==> config.mk <==
export PLATFORM = sky130hd
export DESIGN_NAME = lif_spike_rate_readout
export DESIGN_NICKNAME = d
export VERILOG_FILES = /design/src/rtl/narma_pkg.sv /design/src/rtl/spike_counter_bank.sv /design/src/rtl/lif_spike_rate_readout.sv
export SDC_FILE = /design/constraint.sdc
export NUM_CORES = 1
export LEC_CHECK = 0
export CAP_MARGIN = 20
export CORE_ASPECT_RATIO = 1.1
export CORE_MARGIN = 5
export CORE_UTILIZATION = 55
export CTS_CLUSTER_DIAMETER = 60
export DETAILED_ROUTE_END_ITERATION = 10
export GPL_TIMING_DRIVEN = 0
export PLACE_DENSITY_LB_ADDON = 0.2
export SETUP_SLACK_MARGIN = 0.3
export SYNTH_ARGS = -nofsm -noshare
export SYNTH_HDL_FRONTEND = slang
export SYNTH_HIERARCHICAL = 1
export SYNTH_SLANG_ARGS = --single-unit
==> constraint.sdc <==
create_clock -name clk -period 3.7 [get_ports clk]
set_input_delay 0.74 -clock clk [delete_from_list [all_inputs] [get_ports clk]]
set_output_delay 0.74 -clock clk [all_outputs]
set_load 0.005 [all_outputs]
==> src/rtl/narma_pkg.sv <==
// narma_pkg: shared FSM state types, default widths and saturating-step helper for the spike-rate readout
package narma_pkg;
    typedef enum logic {CNT_IDLE, CNT_RUN} cnt_state_t;
    typedef enum logic {DR_IDLE, DR_STREAM} dr_state_t;
    localparam int DEF_CNT_W = 12;
    localparam int DEF_WIN_W = 16;
    // A counter may step only while it is below all-ones, so it saturates instead of wrapping
    function automatic logic sat_step(input logic all_ones, input logic inc);
        return inc & ~all_ones;
    endfunction
endpackage

==> src/rtl/spike_counter_bank.sv <==
// spike_counter_bank: N_NEURONS saturating spike counters with window-end clear (or halving decay)
//   clk, rst     : clock, asynchronous active-low reset
//   i_run        : counting window active this cycle
//   i_wend       : last cycle of the window; counters clear (or halve) on the next edge
//   i_spk        : one spike bit per neuron
//   o_snap       : per-neuron count including this cycle's spike (the value captured at window end)
//   Build option : SPIKE_READOUT_DECAY_EN makes window end load o_snap>>1 instead of 0
module spike_counter_bank import narma_pkg::*; #(
    parameter int N_NEURONS = 8,
    parameter int CNT_W     = DEF_CNT_W
) (
    input  logic                 clk,
    input  logic                 rst,
    input  logic                 i_run,
    input  logic                 i_wend,
    input  logic [N_NEURONS-1:0] i_spk,
    output logic [CNT_W-1:0]     o_snap [N_NEURONS]
);
    logic [CNT_W-1:0] r_cnt [N_NEURONS];

    always_comb
        for (int i = 0; i < N_NEURONS; i++)
            o_snap[i] = r_cnt[i] + CNT_W'(sat_step(&r_cnt[i], i_spk[i]));

    always_ff @(posedge clk or negedge rst)
        if (!rst)
            for (int i = 0; i < N_NEURONS; i++) r_cnt[i] <= '0;
        else if (i_wend)
`ifdef SPIKE_READOUT_DECAY_EN
            for (int i = 0; i < N_NEURONS; i++) r_cnt[i] <= o_snap[i] >> 1;
`else
            for (int i = 0; i < N_NEURONS; i++) r_cnt[i] <= '0;
`endif
        else if (i_run)
            for (int i = 0; i < N_NEURONS; i++) r_cnt[i] <= o_snap[i];
endmodule

==> src/rtl/lif_spike_rate_readout.sv <==
// lif_spike_rate_readout: windowed per-neuron spike-rate counter with snapshot and valid/ready streaming
//   clk, rst            : clock, asynchronous active-low reset
//   enable              : start/continue windowed counting
//   spikes_in           : one spike bit per neuron
//   window_len          : window length in cycles (0 treated as 1), sampled at window start
//   clear_ovr           : clears the sticky overrun flag
//   out_valid/out_ready : element handshake; out_idx/out_count/out_last describe the element
//   overrun             : sticky, a window ended while the previous snapshot was still draining
//   win_done            : one-cycle pulse after each window end
//   Build option        : SPIKE_READOUT_DECAY_EN (exponential decay of live counters, see counter bank)
module lif_spike_rate_readout import narma_pkg::*; #(
    parameter int N_NEURONS = 8,
    parameter int CNT_W     = DEF_CNT_W,
    parameter int WIN_W     = DEF_WIN_W,
    parameter int IDX_W     = 3
) (
    input  logic                 clk,
    input  logic                 rst,
    input  logic                 enable,
    input  logic [N_NEURONS-1:0] spikes_in,
    input  logic [WIN_W-1:0]     window_len,
    input  logic                 clear_ovr,
    output logic                 out_valid,
    input  logic                 out_ready,
    output logic [IDX_W-1:0]     out_idx,
    output logic [CNT_W-1:0]     out_count,
    output logic                 out_last,
    output logic                 overrun,
    output logic                 win_done
);
    cnt_state_t       r_cstate;
    dr_state_t        r_dstate;
    logic [WIN_W-1:0] r_wlen, r_cyc, w_wlen_in;
    logic [IDX_W-1:0] r_idx;
    logic             r_valid, r_ovr, r_win_done;
    logic [CNT_W-1:0] r_shadow [N_NEURONS];
    logic [CNT_W-1:0] w_snap [N_NEURONS];
    logic             w_wend, w_xfer, w_last, w_accept;

    assign w_wlen_in = (window_len == '0) ? WIN_W'(1) : window_len;
    assign w_wend    = (r_cstate == CNT_RUN) && (r_cyc == r_wlen - WIN_W'(1));
    assign w_last    = r_valid && (r_idx == IDX_W'(N_NEURONS - 1));
    assign w_xfer    = r_valid && out_ready;
    // A window ending on the final transfer may take over the shadow buffer
    assign w_accept  = w_wend && (r_dstate == DR_IDLE || (w_xfer && w_last));

    spike_counter_bank #(.N_NEURONS(N_NEURONS), .CNT_W(CNT_W)) u_bank (
        .clk    (clk),
        .rst    (rst),
        .i_run  (r_cstate == CNT_RUN),
        .i_wend (w_wend),
        .i_spk  (spikes_in),
        .o_snap (w_snap)
    );

    always_ff @(posedge clk or negedge rst)
        if (!rst) begin
            r_cstate   <= CNT_IDLE;
            r_wlen     <= '0;
            r_cyc      <= '0;
            r_win_done <= 1'b0;
        end else begin
            r_win_done <= w_wend;
            if (r_cstate == CNT_IDLE) begin
                if (enable) begin
                    r_cstate <= CNT_RUN;
                    r_wlen   <= w_wlen_in;
                    r_cyc    <= '0;
                end
            end else if (w_wend) begin
                r_cyc <= '0;
                if (enable) r_wlen <= w_wlen_in;
                else r_cstate <= CNT_IDLE;
            end else
                r_cyc <= r_cyc + WIN_W'(1);
        end

    always_ff @(posedge clk or negedge rst)
        if (!rst) begin
            r_dstate <= DR_IDLE;
            r_valid  <= 1'b0;
            r_idx    <= '0;
            r_ovr    <= 1'b0;
            for (int i = 0; i < N_NEURONS; i++) r_shadow[i] <= '0;
        end else begin
            r_ovr <= (w_wend && !w_accept) || (r_ovr && !clear_ovr);
            if (w_accept) begin
                r_shadow <= w_snap;
                r_dstate <= DR_STREAM;
                r_valid  <= 1'b1;
                r_idx    <= '0;
            end else if (w_xfer) begin
                r_idx <= w_last ? '0 : r_idx + IDX_W'(1);
                if (w_last) begin
                    r_dstate <= DR_IDLE;
                    r_valid  <= 1'b0;
                end
            end
        end

    assign out_valid = r_valid;
    assign out_idx   = r_idx;
    assign out_count = r_shadow[r_idx];
    assign out_last  = w_last;
    assign overrun   = r_ovr;
    assign win_done  = r_win_done;
endmodule

==> impl_metrics.yaml <==
routing:
  drc: 0
  ant_nets: 0
  vias_per_cell: 6.394
  wl_mm: 42.02
  vias: 11460
  first_pass_iters: 5
  drt-initial-drc-count: 878
  routedWlPerCell_um: 23.45
clock_tree:
  clockRootBuffer: "clkbuf_16"
  insertion_delay_ns: 0.53
  cts_made_buffers: 27
  cts.sinks: 231
  htree_levels: 1
  clk_pin_slew_ns: 0.06
  clock_path_buffers: 3
  cts_tree: "done"
placement:
  dp.cells: 1681
  placed_cell_area_mm2: 0.01472
  port-buffer-count: 46
  globalplace.congestion: 0.8795
  dp_hpwl_mm: 25.84
floorplanning:
  die_w_um: 160.3
  placementRows: 60
  die_h_um: 175.4
  die-area_mm2: 0.02812
  core_area_mm2: 0.02447
  num_io_pins: 48
  initial_core_util: 0.5588
sta:
  fmax_mhz: 266.1
  slew_viol_final: 0
  max_slew.worst_pin.slew_ns: 0.8173
  rsz0062_at_grt: "true"
  hold_viol: 0
  setup_viol: 39
  slew_headroom: 0.4551
  timing.final.crit_period_ns: 3.758
  finalClockSkew_ns: 0.01471
  period_share: 1.016
  worst_slack_ns: -0.05826
critical_path:
  slowest_delay_ns: 0.53
  crit_type: "flip-flop to flip-flop"
  critical_path.most_common_cell: "buf_6"
  critPathMaxFanout: 5
  crit_path_end_kind: "flip-flop"
  cp.required_ns: 4.11
  path_cells: "buf_6 > or4_4 > or4_1 > a211o_1 > a211o_1 > buf_6 > clkbuf_16 > clkbuf_16 > nor4b_4 > buf_6 > buf_12 > buf_12 > buf_16 > nor2_1 > mux2_4"
  crit_path_start_kind: "flip-flop"
  worstPathArrival_ns: 4.17
  slowest_stage: "or4_4"
power:
  p_leak_nw: 7.439
  p_sw_mw: 2.956
  internal_power_mw: 5.584
  pwr-share-comb: 0.319
  seq_power_share: 0.371
  p_clk_frac: 0.310
  power_mw: 8.540
  swShare: 0.3462
  p_per_area_mw_per_mm2: 487.2
  vdd_drop_max_mv: 0.3005
global_route:
  grt_max_degree: 104
  grt_antenna_before_repair: 0
  grt_pass1_vias: 11260
  globalRouteOverflowTotal: 0
  track_usage: 0.2731
  grt_pass1_wl_mm: 61.66
yosys:
  synth-edff-count: 0
  ys.warnings.count: 6
  postSynthCellCount: 1323
  ys_ff_latch: 231
  synth_area_mm2: 0.01368
  ys.flop_type: "dfrtp_1"
  synth_seq_area_share: 0.4227
  yosys.area.top_type: "dfrtp_1"
  synthDistinctLibCells: 62
  synthArstFlopShare: 1.000
  netlist.area_leader.share: 0.4227
  syn_avg_cell_area_um2: 10.34
  syn_nets: 1376
  synth.area.top_cells: "dfrtp_1, mux2_2, xor2_1"
cells_and_area:
  seq_area_mm2: 0.005782
  nets: 1515
  syn_to_final_growth_pct: 28.18
  fillers: 1634
  fin_area_mm2: 0.01753
  final_cells: 1792
  diodes: 0
  drive_above_1_share: 0.2962
  multi_input_area_mm2: 0.007935
job:
  max_cap_violations: 0
status:
  status: "finished, violations left"
  violations: "setup timing"
hold_path:
  hold_class: "input port to async pin"
## repair_timing
| action | CTS | global route |
|---|---|---|
| hold buffers | 0 | 0 |
| cloned | 10 | 10 |
| pin swaps | 20 | 26 |
| setup buffers | 26 | 16 |
| hold endpoints to repair | 0 | 0 |
| setup endpoints to repair | 234 | 228 |
| resized for setup | 134 | 142 |
## cell usage after synthesis, types with 40 or more instances
master,count
dfrtp_1,231
xor2_1,88
nor2_1,82
mux2_2,81
nand3_1,74
nand2_1,66
nor3_1,54
a21oi_1,51
or4_1,46
xnor2_1,46
buf_2,42
clkbuf_1,42
mux2_1,40
## stage by stage
| stage | util | setup TNS [ns] | worst slack [ns] | hold WS, ns |
|---|---|---|---|---|
| after floorplan | - | 0 | 0.2968 | 0.4444 |
| after global placement | 0.5991 | -1897.18 | -8.074 | 0.4652 |
| after detailed placement | 0.6016 | -47.24 | -0.4919 | 0.4730 |
| after CTS | 0.6806 | -0.1540 | -0.02529 | 0.1406 |
| after global routing | 0.7163 | -13.37 | -0.1662 | 0.1592 |
| final | 0.7163 | -0.7423 | -0.05826 | 0.1248 |
## metal layers
metal	up-vias	global-route usage	wire, µm
li1	5146	-	-
met1	5731	0.3466	16380
met2	457	0.4693	20910
met3	124	0.04130	2654
met4	0	0.1140	2074
met5	-	0	0
## logic make-up after synthesis
kind of cell / synth area share
AND/OR/NAND/NOR: 0.1885
flip-flops: 0.4227
AO/OA/AOI/OAI: 0.08536
multiplexers: 0.1509
XOR/XNOR: 0.08582
buffers and inverters: 0.04483
adder cells (fa/ha/maj): 0.02196
## path summary, 6_finish.rpt
| path | from | end | slack [ns] | depth (start not counted) |
|---|---|---|---|---|
| min in group clk | r_shadow[27] | r_shadow[27] | 0.51 | 1 |
| worst min register to register | r_shadow[27] | r_shadow[27] | 0.51 | 1 |
| worst max-delay path | r_wlen[4] | u_bank/r_cnt[83] | -0.06 | 15 |
| worst min-delay path | rst | u_bank/r_cnt[33] | 0.12 | 1 |
| max in group asynchronous | rst | u_bank/r_cnt[49] | 2.69 | 2 |
| worst max register to register | r_wlen[4] | u_bank/r_cnt[83] | -0.06 | 15 |
## power groups by stage
stage	logic, mW	clock network, mW	registers (mW)
after floorplan	1.60	0	3.11
after global placement	2.10	0	3.18
after detailed placement	2.15	0	3.18
after CTS	2.42	2.65	3.15
after global routing	2.94	2.78	3.20
final	2.72	2.65	3.17
## placed cells by master, fill, tap and decap left out, drive strengths merged, types with 8 or more instances in the layout
cell	n
mux4	24
o21ai	21
nand3	76
clkdlybuf4s50	45
nor3	54
o211ai	18
nor4	20
or4	47
xnor2	46
a31oi	19
nor2b	30
mux2	121
a31o	13
ha	24
buf	119
nor2	82
clkbuf	94
nand2	66
or3	19
xor2	88
mux2i	16
o31ai	30
a21oi	51
clkinv	8
nand4	44
inv	20
dfrtp	231
## flip-flops by register name, summed over array words and instances, names as in the netlist
register and count:
r_wlen 16, win_done 1, u_bank/r_cnt 96, r_cyc 16, out_idx 3, overrun 1, r_cstate 1, out_valid 1
r_shadow 96
## cell type report
| cell class | instances | area share |
|---|---|---|
| Sequential cell | 231 | 0.3298 |
| Timing Repair Buffer | 110 | 0.08729 |
| Clock buffer | 36 | 0.04218 |
| Inverter | 18 | 0.003854 |
| Tap cell | 310 | 0.02213 |
| Buffer | 112 | 0.05453 |
| Multi-Input combinational cell | 962 | 0.4527 |
| Clock inverter | 13 | 0.007495 |
## critical path: cells and delay by family (launching register included)
family	cells	cell delay [ns]
AOI/OAI and AO/OA	2	0.62
DFF	1	0.37
buffers and inverters	8	1.05
and+or+nand+nor	4	1.34
muxes	1	0.27
(Power assumes the default switching activity.)
